<file path="src/rtl/rom_stream_reader.sv">
// Burst reader for a ROMMEM instance: turns (base, length) commands into sequential
// ROM reads and replays the words as a valid/ready stream through a 2-entry buffer.
module rom_stream_reader #(
  parameter int DEPTH        = 16,
  parameter int ADDRBITS     = 4,
  parameter int WIDTH        = 8,
  parameter int IS_SYNC_READ = 0
) (
  input  logic                clock,
  input  logic                reset,
  input  logic                cmd_valid,
  output logic                cmd_ready,
  input  logic [ADDRBITS-1:0] cmd_base,
  input  logic [ADDRBITS:0]   cmd_len,
  output logic [ADDRBITS-1:0] rom_addr,
  output logic                rom_en,
  input  logic [WIDTH-1:0]    rom_data,
  output logic                out_valid,
  input  logic                out_ready,
  output logic [WIDTH-1:0]    out_data,
  output logic                out_last,
  output logic                busy
);

  // Handshakes: a transfer happens on a rising clock edge where valid && ready are both
  // high; valid never waits on ready, and a held-off offer is simply repeated.

  typedef enum logic [1:0] {IDLE, RUN, DRAIN} state_t;

  localparam logic [ADDRBITS:0] MAX_LEN = (ADDRBITS + 1)'(DEPTH);
  localparam logic [ADDRBITS:0] ONE     = (ADDRBITS + 1)'(1);

  state_t              state;
  logic [ADDRBITS-1:0] addr_q;
  logic [ADDRBITS-1:0] last_addr;
  logic [ADDRBITS:0]   rem_issue;
  logic [ADDRBITS:0]   rem_out;
  logic                inflight;
  logic [WIDTH-1:0]    mem [2];
  logic                wr_ptr;
  logic                rd_ptr;
  logic [1:0]          count;

  logic                pop;
  logic                push;
  logic                issue;
  logic [2:0]          occupancy;
  logic [ADDRBITS:0]   len_eff;

  always_comb begin
    out_valid = (count != 2'd0);
    pop       = out_valid && out_ready;
    // Slots still claimed after this cycle's pop; a read may go out only if one is free.
    occupancy = {1'b0, count} + {2'b00, inflight} - {2'b00, pop};
    issue     = (state == RUN) && (rem_issue != '0) && (occupancy < 3'd2);
    push      = (IS_SYNC_READ != 0) ? inflight : issue;
    rom_en    = issue;
    rom_addr  = issue ? addr_q : last_addr;
    out_data  = mem[rd_ptr];
    out_last  = out_valid && (rem_out == ONE);
    cmd_ready = (state == IDLE);
    busy      = (state != IDLE);
    len_eff   = (cmd_len > MAX_LEN) ? MAX_LEN : cmd_len;
  end

  always_ff @(posedge clock or negedge reset) begin
    if (!reset) begin
      state     <= IDLE;
      addr_q    <= '0;
      last_addr <= '0;
      rem_issue <= '0;
      rem_out   <= '0;
      inflight  <= 1'b0;
      mem[0]    <= '0;
      mem[1]    <= '0;
      wr_ptr    <= 1'b0;
      rd_ptr    <= 1'b0;
      count     <= 2'd0;
    end else begin
      if (push) begin
        mem[wr_ptr] <= rom_data;
        wr_ptr      <= ~wr_ptr;
      end
      if (pop) begin
        rd_ptr  <= ~rd_ptr;
        rem_out <= rem_out - ONE;
      end
      count <= count + {1'b0, push} - {1'b0, pop};
      if (IS_SYNC_READ != 0) inflight <= issue;
      if (issue) begin
        last_addr <= addr_q;
        addr_q    <= addr_q + 1'b1;
        rem_issue <= rem_issue - ONE;
      end
      case (state)
        IDLE: begin
          if (cmd_valid && (cmd_len != '0)) begin
            addr_q    <= cmd_base;
            rem_issue <= len_eff;
            rem_out   <= len_eff;
            state     <= RUN;
          end
        end
        RUN: begin
          if (issue && (rem_issue == ONE)) state <= DRAIN;
        end
        DRAIN: begin
          // Final beat leaves on this pop, or everything already left.
          if ((pop && (rem_out == ONE)) ||
              ((rem_out == '0) && (count == 2'd0) && !inflight)) state <= IDLE;
        end
        default: state <= IDLE;
      endcase
    end
  end

endmodule

</file>
<file path="config.mk">
export PLATFORM = sky130hd
export DESIGN_NAME = rom_stream_reader
export DESIGN_NICKNAME = d
export VERILOG_FILES = /design/src/rtl/rom_stream_reader.sv
export SDC_FILE = /design/constraint.sdc
export NUM_CORES = 1
export LEC_CHECK = 0
export CAP_MARGIN = 10
export CORE_MARGIN = 5
export CORE_UTILIZATION = 30
export CTS_BUF_LIST = sky130_fd_sc_hd__clkbuf_16
export DETAILED_ROUTE_END_ITERATION = 10
export MAX_ROUTING_LAYER = met4
export SLEW_MARGIN = 10
export SYNTH_ARGS = -nofsm -noshare
export SYNTH_HDL_FRONTEND = slang
export SYNTH_SLANG_ARGS = --single-unit
</file>
<file path="constraint.sdc">
create_clock -name clock -period 5.6 [get_ports clock]
set_input_delay 0.56 -clock clock [delete_from_list [all_inputs] [get_ports clock]]
set_output_delay 0.56 -clock clock [all_outputs]
set_load 0.05 [all_outputs]
</file>
* Yosys cells after proc, flatten, opt, wreduce, memory -nomap -nowiden
Cells that the tools add are included.
Operators by class: $add $sub $neg 7, magnitude comparators 5, bitwise operators 4, eq/ne operators 7, multiplexer cells 21, reduce and logical (&&, ||, !) cells 20
Operators with widths (number):
- $mux 5 | 7
- $mux 8 | 4
- $bwmux 16 | 1
- $mux 4 | 4
- $eq 5x1->1 const B | 2
- $logic_and 1x1->1 | 10
- $reduce_bool 5->1 | 2
- $sub 5x1->5 const B | 2
- $demux 8 s1 | 1
- $mux 2 | 3
- $pmux 2 s3 | 1
- $gt 5x5->1 const B | 1
- $logic_not 5->1 | 1
- $add 4x1->4 const B | 1
- $ge 2x2->1 const B | 2
- $logic_not 2->1 | 2
- $ne 2x1->1 const B | 2
- $not 1->2 | 2
- $reduce_bool 2->1 | 2
- $add 2x1->3 | 1
- $lt 3x2->1 const B | 1
- $reduce_and 3->1 | 1
- $sub 3x1->3 | 1
- $add 2x1->2 | 1
- 8 further kinds | 9
Storage, ports and cells: output and inout bits 17, bits in registers 40, word-level logic and storage cells 74

* Depth between registers and ports, before layout
Gate-level depths: netlist of the first run.
depth after elaboration 8, mapped depth 7

* Worst setup path before layout of the first run
No wires, ideal clock.
path type input to output, start input port out_ready, end output port rom_addr[2], cell stages on the path 6, arrival time 2.121 ns, slack 2.919 ns, path buffers 0, path through o21ai_1 > ha_1 > and4bb_2 > nand2b_2 > inv_2 > mux2_2
Between the ends: cells in the longest elaborated chain, start to end 5
Ends and longest elaborated chain:
- from (decl) | line 19 | input logic out_ready,
- $logic_and 1x1->1 | line 52 | pop = out_valid && out_ready;
- $sub 3x1->3 | line 54 | occupancy = {1'b0, count} + {2'b00, inflight} - {2'b00, pop};
- $lt 3x2->1 | line 55 | issue = (state == RUN) && (rem_issue != '0) && (occupancy < 3'd2);
- $logic_and 1x1->1 | line 55
- named net rom_en | line 16 | output logic rom_en,
- $mux 4
- to (decl) | line 15 | output logic [ADDRBITS-1:0] rom_addr,
The timed path passes the listed nets, and every way through them passes these cells.

* Worst setup path in the final report of the first run
start input port out_ready, end output port rom_addr[2]
Between the ends: cells in the longest elaborated chain, start to end 5
Ends and longest elaborated chain (line):
- $logic_and 1x1->1 | 52
- $sub 3x1->3 | 54
- $lt 3x2->1 | 55
- $logic_and 1x1->1 | 55
- $mux 4
No other way between the ends.

==> results of run 1 <==
metal layers:
layer / vias to the layer above / global-route usage (%)
li1: 662 / -
met1: 672 / 14.1
met2: 24 / 16.0
met3: 6 / 2.23
met4: 0 / 4.03
met5: - / -
cell usage in the layout (no fill, tap or decap), types with 2 or more instances in the layout:
| cell type | count |
|---|---|
| dfrtp_1 | 40 |
| clkdlybuf4s50_1 | 36 |
| mux2_2 | 29 |
| inv_1 | 11 |
| a21oi_1 | 11 |
| nor2_1 | 9 |
| xnor2_1 | 9 |
| o21ai_0 | 9 |
| ha_1 | 8 |
| nand2_1 | 5 |
| clkbuf_16 | 5 |
| a31oi_1 | 4 |
| nand3_1 | 4 |
| xor2_1 | 3 |
| nand3b_1 | 2 |
| nor2b_1 | 2 |
| nand2b_1 | 2 |
through the flow:
stage / worst slack [ns] / utilization, %
3_3_place_gp: 1.71 / 37.9
2_1_floorplan: 2.92 / -
6_report: 1.72 / 39.9
5_1_grt: 1.54 / 39.9
4_1_cts: 1.69 / 39.9
3_5_place_dp: 1.71 / 37.9
sequential cells by signal, indices dropped and copies added (netlist names):
name and count:
wr_ptr 1, count 2, mem 16, addr_q 4
last_addr 4, rd_ptr 1, rem_issue 5, rem_out 5
state 2
final cells by class:
class,instances,share of cell area [%]
Clock buffer,5,4.90
Clock inverter,2,0.343
Inverter,11,1.62
Multi-Input combinational cell,113,35.8
Sequential cell,40,39.2
Tap cell,77,3.78
Timing Repair Buffer,37,14.3
cells by family (layout without fill, tap and decap cells):
| family | after synthesis | in the layout | share of synthesized area (%) |
|---|---|---|---|
| buffers and inverters | 14 | 55 | 3.41 |
| flip-flops | 40 | 40 | 50.5 |
| adder cells (fa/ha/maj) | 8 | 8 | 5.05 |
| AO/OA/AOI/OAI | 27 | 27 | 8.14 |
| XOR/XNOR | 12 | 12 | 5.30 |
| AND/OR/NAND/NOR | 36 | 36 | 10.6 |
| multiplexers | 30 | 30 | 17.0 |
worst max path at each step:
stage	start	end	slack, ns	cells past startpoint
2_1_floorplan	out_ready	rom_addr[2]	2.92	6
3_3_place_gp	out_ready	rom_addr[2]	1.71	8
3_5_place_dp	out_ready	rom_addr[2]	1.71	8
4_1_cts	out_ready	rom_addr[2]	1.69	8
5_1_grt	out_ready	rom_addr[2]	1.54	8
6_report	out_ready	rom_addr[2]	1.72	8
power by group through the flow:
stage | combinational, mW | clock [mW] | sequential (mW)
2_1_floorplan | 0.794 | 0 | 0.514
3_3_place_gp | 1.02 | 0 | 0.550
3_5_place_dp | 1.03 | 0 | 0.555
4_1_cts | 1.03 | 0.274 | 0.550
5_1_grt | 1.10 | 0.286 | 0.569
6_report | 1.02 | 0.265 | 0.548
worst reg2reg max path: stages, from the launching register on:
cell and delay (ns):
dfrtp_1 0.40, o21ai_1 0.42, ha_1 0.23, and4bb_2 0.27
nand2b_2 0.24, inv_2 0.17, nand2_2 0.22, mux2_2 0.36
==> results.yml, run 1 <==
run_status:
  status: "finished, final reports clean"
drt:
  drt-total-wl_mm: 4.09
  antenna_left: 0
  wl_per_cell_um: 14.3
  met1_length_mm: 1.97
  dr_wl_met3_um: 112
  drc: 0
  num_vias: 1364
  viasPerCell: 4.79
  drt_iter0_markers: 46
  route.met2.wl_mm: 1.92
  topRoutingLayerUsed: "met4"
  dr.pass1.iters: 4
yosys:
  ys_seq_area_share_pct: 50.5
  netlist_top_cells_area: "dfrtp_1 (51%), mux2_2 (16%), ha_1 (5.1%)"
  synth_edf_count: 0
  synth.distinct_cells: 34
  synth_largest_area_cell: "dfrtp_1"
  synth.most_common_cell: "dfrtp_1"
  synth-seq-cells: 40
  netlist_top_cells_count: "dfrtp_1 (40), mux2_2 (29), a21oi_1 (11)"
  syn-num-nets: 196
  yosysWarnings: 1
  syn_area_per_cell_um2: 11.9
  ys.flop_type: "dfrtp_1"
  synth_cells: 167
  synth_area_um2: 1980
  yosys.area.top_type_share_pct: 50.5
  async_flop_share_pct: 100
pwr:
  p_int_mw: 1.03
  switching_power_mw: 0.796
  leakagePower_nw: 1.08
  pwr-share-seq_pct: 30.0
  p_clk_share_pct: 14.5
  power_density_nw_per_um2: 717
  ir_drop_uv: 376
  swShare_pct: 43.5
  total_power_mw: 1.83
  comb_power_share_pct: 55.6
critical_path:
  crit_fanout: 11
  crit_path_start_kind: "input pin"
  regToRegSetupSlack_ns: 3.17
  crit_type: "in -> out"
  cp_top_family: "buffers and inverters"
  critPathMaxStageDelay_ns: 0.70
  crit_top_cell: "clkdlybuf4s50_1"
  r2r_start: "count[0]"
  crit_path_cell_trace: "clkdlybuf4s50_1, o21ai_1, ha_1, and4bb_2, nand2b_2, inv_2, mux2_2, clkdlybuf4s50_1"
  crit_arrival_ns: 3.32
  path_buf_inv: 3
  reg2reg_to: "mem[0]"
  cp-end-kind: "output pin"
  cp_data_required_time_ns: 5.04
  rr_worst_depth: 7
  slowest_stage: "clkdlybuf4s50_1"
floorplan:
  core-area_um2: 6390
  dieArea_um2: 8330
  ios: 38
  die_x_um: 91.3
  die_h_um: 91.3
  initial_core_util_pct: 31.0
  rows: 29
sta:
  hold_ws_ns: 0.409
  final_max_slew_viol_count: 0
  fin_skew_ns: 0.00487
  setup_viol: 0
  rsz0062_at_grt: "false"
  finalCritPeriodShare_pct: 69.3
  tightest_slew_ns: 0.901
  setup_tns_ns: 0
  hold_viol: 0
  period_needed_ns: 3.88
  maxSlewHeadroom_pct: 39.9
  fmax_mhz: 258
grt:
  overflow: 0
  gr-usage-all-layers_pct: 10.7
  grt_pass1_vias: 1444
  antenna_found_initial: 0
  grt_pass1_wl_mm: 7.03
  grt_start_max_net_pins: 41
cts:
  numCtsBuffers: 5
  clk_path_buf_depth: 2
  root_buffer: "clkbuf_16"
  clkTransAtPathRegs_ns: 0.06
  cts_hold_buf: 0
  clk_latency_ns: 0.28
  cts.sinks: 40
  tritoncts: "yes"
  cts_resized: 0
  htreeDepth: 2
  cts_setup_buffers: 0
final_layout:
  fillers: 619
  final_cell_area_um2: 2550
  diodes: 0
  syn2layout_area_growth_pct: 28.7
  seqCellArea_um2: 1000
  final_cell_count_no_fill: 285
  nNetsFinal: 237
  drive_above_1_share_pct: 21.2
  multiInputGateArea_um2: 913
min_path:
  hp-class: "in -> async"
place:
  portBuffers: 37
  gp_congestion: 0.745
  dp_hpwl_mm: 2.99
  dpl_cell_area_um2: 2420
  dp_cells: 278
flow_run:
  max_cap_violations: 0
No activity file was read; power rests on OpenSTA's default activity.
==> inputs of run 2 (changes only) <==
==> constraint.sdc (replaced) <==
create_clock -name clock -period 3.5 [get_ports clock]
set_input_delay 0.35 -clock clock [delete_from_list [all_inputs] [get_ports clock]]
set_output_delay 0.35 -clock clock [all_outputs]
set_load 0.05 [all_outputs]
==> results.yml, run 2 (synthesized netlist as in run 1, its figures left out) <==
sta:
  finalCritPeriodShare_pct: 84.1
  fin_skew_ns: 0.00294
  hold_ws_ns: 0.192
  rsz0062_at_grt: "false"
  final_max_slew_viol_count: 0
  setup_viol: 0
  period_needed_ns: 2.94
  maxSlewHeadroom_pct: 41.5
  setup_tns_ns: 0
  fmax_mhz: 340
  tightest_slew_ns: 0.877
  hold_viol: 0
  finalWorstSetupSlack_ns: 0.557
floorplan:
  dieArea_um2: 8330
  die_h_um: 91.3
  rows: 29
  core-area_um2: 6390
  ios: 38
  initial_core_util_pct: 31.0
  die_x_um: 91.3
final_layout:
  seqCellArea_um2: 1000
  max_flop_register: "mem"
  drive_above_1_share_pct: 23.9
  final_util_pct: 40.2
  diodes: 0
  syn2layout_area_growth_pct: 29.6
  fillers: 622
  top_regs: "mem: 16 flops, rem_issue: 5 flops, rem_out: 5 flops"
  largest_reg_flops: 16
  nNetsFinal: 237
  final_cell_mix: "dfrtp_1 (40), clkdlybuf4s50_1 (31), mux2_2 (29)"
  multiInputGateArea_um2: 913
  mostFrequentLayoutCell: "dfrtp_1"
drt:
  topRoutingLayerUsed: "met4"
  wl_per_cell_um: 14.6
  met1_length_mm: 2.03
  antenna_left: 0
  drt-total-wl_mm: 4.19
  num_vias: 1347
  route.met2.wl_mm: 1.93
  dr_wl_met3_um: 154
  dr.pass1.iters: 4
  drt_iter0_markers: 30
  drc: 0
  viasPerCell: 4.71
cts:
  tritoncts: "yes"
  clk_path_buf_depth: 2
  numCtsBuffers: 5
  cts_hold_buf: 0
  cts_resized: 0
  htreeDepth: 2
  cts_setup_buffers: 0
  clkTransAtPathRegs_ns: 0.05
  root_buffer: "clkbuf_16"
  clk_latency_ns: 0.28
  cts.sinks: 40
grt:
  grt_start_max_net_pins: 41
  overflow: 0
  gr-usage-all-layers_pct: 10.8
  grt_pass1_wl_mm: 7.00
  antenna_found_initial: 0
  grt_pass1_vias: 1449
place:
  portBuffers: 37
  dp_hpwl_mm: 3.09
  gp_congestion: 0.761
  pre_cts_ws_ns: 0.559
critical_path:
  path_buf_inv: 3
  crit_arrival_ns: 2.59
  cp_top_family: "buffers and inverters"
  crit_path_start_kind: "input pin"
  critPathMaxStageDelay_ns: 0.45
  cp-end-kind: "output pin"
  cp_data_required_time_ns: 3.15
  slowest_stage: "clkdlybuf4s50_1"
  regToRegSetupSlack_ns: 1.01
  crit_type: "in -> out"
  crit_path_cell_trace: "clkdlybuf4s50_1, o21ai_1, ha_1, and4bb_2, nand2b_2, inv_2, mux2_2, buf_4"
  crit_fanout: 11
min_path:
  hp-class: "in -> async"
run_status:
  status: "finished, final reports clean"
flow_run:
  max_cap_violations: 0
[run 2: changes by cell type in the layout (fill, tap and decap cells not counted), sizes merged]
cell	delta
buf	+5
clkdlybuf4s50	-5
bufinv	+1
[run 2: area by class of cell]
class | count | share of cell area, %
Clock buffer | 5 | 4.87
Sequential cell | 40 | 39.0
Timing Repair Buffer | 37 | 13.7
Inverter | 11 | 1.61
Clock inverter | 3 | 1.51
Multi-Input combinational cell | 113 | 35.6
Tap cell | 77 | 3.75
[run 2: routing by layer]
layer  GRT usage, %  up-vias
met5              -        -
met2           16.5       24
li1               -      663
met1           13.9      651
met3           2.73        9
met4           3.67        0
[run 2: worst register-to-register path, cell delays in order (launching register included)]
cell and delay, ns:
dfrtp_1 0.41, o21ai_1 0.44, ha_1 0.24, and4bb_2 0.27, nand2b_2 0.24, inv_2 0.17
nand2_2 0.23, mux2_2 0.37
[run 2: final timing paths]
path / to / startpoint / cells past startpoint
max reg2reg: mem[3] / count[0] / 7
min reg2reg: last_addr[3] / last_addr[3] / 1
max: rom_addr[2] / out_ready / 8
max in group asynchronous: addr_q[2] / reset / 1
min in group clock: last_addr[3] / last_addr[3] / 1
min: mem[12] / reset / 1
[run 2: per-stage QoR]
stage                     area (µm²)  std cells
after floorplan                 1980        167
after global placement          2400        278
after detailed placement        2400        278
after CTS                       2570        286
after global routing            2570        286
final                           2570        286
Power of run 2 is not shown: default switching activity piles up to over one toggle a cycle in this logic, so the estimate is an artifact.
==> inputs of run 3 (changes only) <==
==> constraint.sdc (replaced) <==
create_clock -name clock -period 2.4 [get_ports clock]
set_input_delay 0.24 -clock clock [delete_from_list [all_inputs] [get_ports clock]]
set_output_delay 0.24 -clock clock [all_outputs]
set_load 0.05 [all_outputs]
==> results.yml, run 3 (synthesized netlist as in run 1, its figures left out) <==
run_status:
  status: "finished, final reports clean"
cts:
  clk_latency_ns: 0.27
  numCtsBuffers: 5
  clk_path_buf_depth: 2
  root_buffer: "clkbuf_16"
  cts.sinks: 40
  tritoncts: "yes"
  clkTransAtPathRegs_ns: 0.06
  htreeDepth: 2
  cts_hold_buf: 0
grt:
  overflow: 0
  gr-usage-all-layers_pct: 10.3
  grt_start_max_net_pins: 41
  antenna_found_initial: 0
  grt_pass1_wl_mm: 6.81
  grt_pass1_vias: 1402
critical_path:
  crit_path_start: "count[0]"
  r2r_start: "count[0]"
  cp-end-kind: "output pin"
  crit_arrival_ns: 2.06
  crit_fanout: 10
  crit_path_start_kind: "flip-flop"
  regToRegSetupSlack_ns: 0.44
  crit_type: "reg -> out"
  cp_data_required_time_ns: 2.16
  crit_path_end: "rom_addr[3]"
  rr_worst_depth: 7
  reg2reg_to: "mem[10]"
sta:
  rsz0062_at_grt: "false"
  hold_viol: 0
  period_needed_ns: 2.30
  setup_tns_ns: 0
  setup_viol: 0
  maxSlewHeadroom_pct: 40.9
  finalCritPeriodShare_pct: 95.8
  fmax_mhz: 435
  fin_skew_ns: 0.00281
  tightest_slew_ns: 0.887
  final_max_slew_viol_count: 0
drt:
  antenna_left: 0
  viasPerCell: 4.73
  drc: 0
  route.met2.wl_mm: 1.89
  dr_wl_met3_um: 91
  drt-total-wl_mm: 4.01
  wl_per_cell_um: 13.7
  num_vias: 1386
  met1_length_mm: 1.98
  dr.pass1.iters: 3
  drt_iter0_markers: 55
  topRoutingLayerUsed: "met4"
final_layout:
  largest_reg_flops: 16
  final_cell_mix: "dfrtp_1 (40), clkdlybuf4s50_1 (31), mux2_2 (29)"
  fillers: 613
  top_regs: "mem: 16 flops, rem_issue: 5 flops, rem_out: 5 flops"
  mostFrequentLayoutCell: "dfrtp_1"
  syn2layout_area_growth_pct: 35.9
  drive_above_1_share_pct: 26.9
  diodes: 0
  final_cell_area_um2: 2690
  nNetsFinal: 244
  max_flop_register: "mem"
floorplan:
  ios: 38
  core-area_um2: 6390
  die_h_um: 91.3
  dieArea_um2: 8330
  die_x_um: 91.3
  rows: 29
  initial_core_util_pct: 31.0
min_path:
  hp-class: "in -> async"
place:
  dp_hpwl_mm: 2.91
  dpl_cell_area_um2: 2490
  portBuffers: 37
  gp_congestion: 0.786
flow_run:
  max_cap_violations: 0
## run 3: cell type report
class / instances / area (µm²) / area share [%]
Timing Repair Buffer: 44 / 459 / 17.1
Clock buffer: 5 / 125 / 4.65
Sequential cell: 40 / 1000 / 37.2
Inverter: 11 / 41.3 / 1.53
Multi-Input combinational cell: 113 / 932 / 34.6
Clock inverter: 3 / 37.5 / 1.39
Tap cell: 77 / 96.3 / 3.58
## run 3: worst min path at each step
stage | from | endpoint | slack, ns | cells past startpoint
floorplan | reset | addr_q[0] | -0.06 | 0
global placement | reset | mem[0] | 0.42 | 1
detailed placement | reset | mem[0] | 0.42 | 1
CTS | reset | mem[0] | 0.13 | 1
global route | reset | mem[0] | 0.18 | 1
finish | reset | mem[0] | 0.09 | 1
## run 3: stage by stage
step / hold WS, ns / cells / worst slack [ns] / utilization [%]
finish: 0.0874 / 293 / 0.100 / 42.2
global route: 0.180 / 293 / 0.0117 / 42.2
CTS: 0.128 / 291 / 0.0154 / 41.7
detailed placement: 0.422 / 283 / 0.127 / 39.0
global placement: 0.416 / 283 / 0.139 / 39.0
floorplan: -0.0556 / 167 / 0.216 / -
## run 3: critical path, cell delays in order, from the launching register on
cell	delay, ns
dfrtp_1	0.42
o21ai_2	0.17
ha_1	0.16
and4bb_2	0.25
nand2b_2	0.09
buf_6	0.15
mux2_2	0.38
buf_12	0.16
## run 3: layer usage
| layer | GRT usage [%] | vias to the layer above |
|---|---|---|
| li1 | - | 680 |
| met1 | 13.4 | 685 |
| met2 | 15.8 | 17 |
| met3 | 2.07 | 4 |
| met4 | 4.03 | 0 |
| met5 | - | - |
## run 3: what timing repair did
action,CTS,global route
resized for setup,1,3
buffers inserted,0,2
setup endpoints to repair,3,3
pin swaps,0,0
Power of run 3 is left out for the same reason.
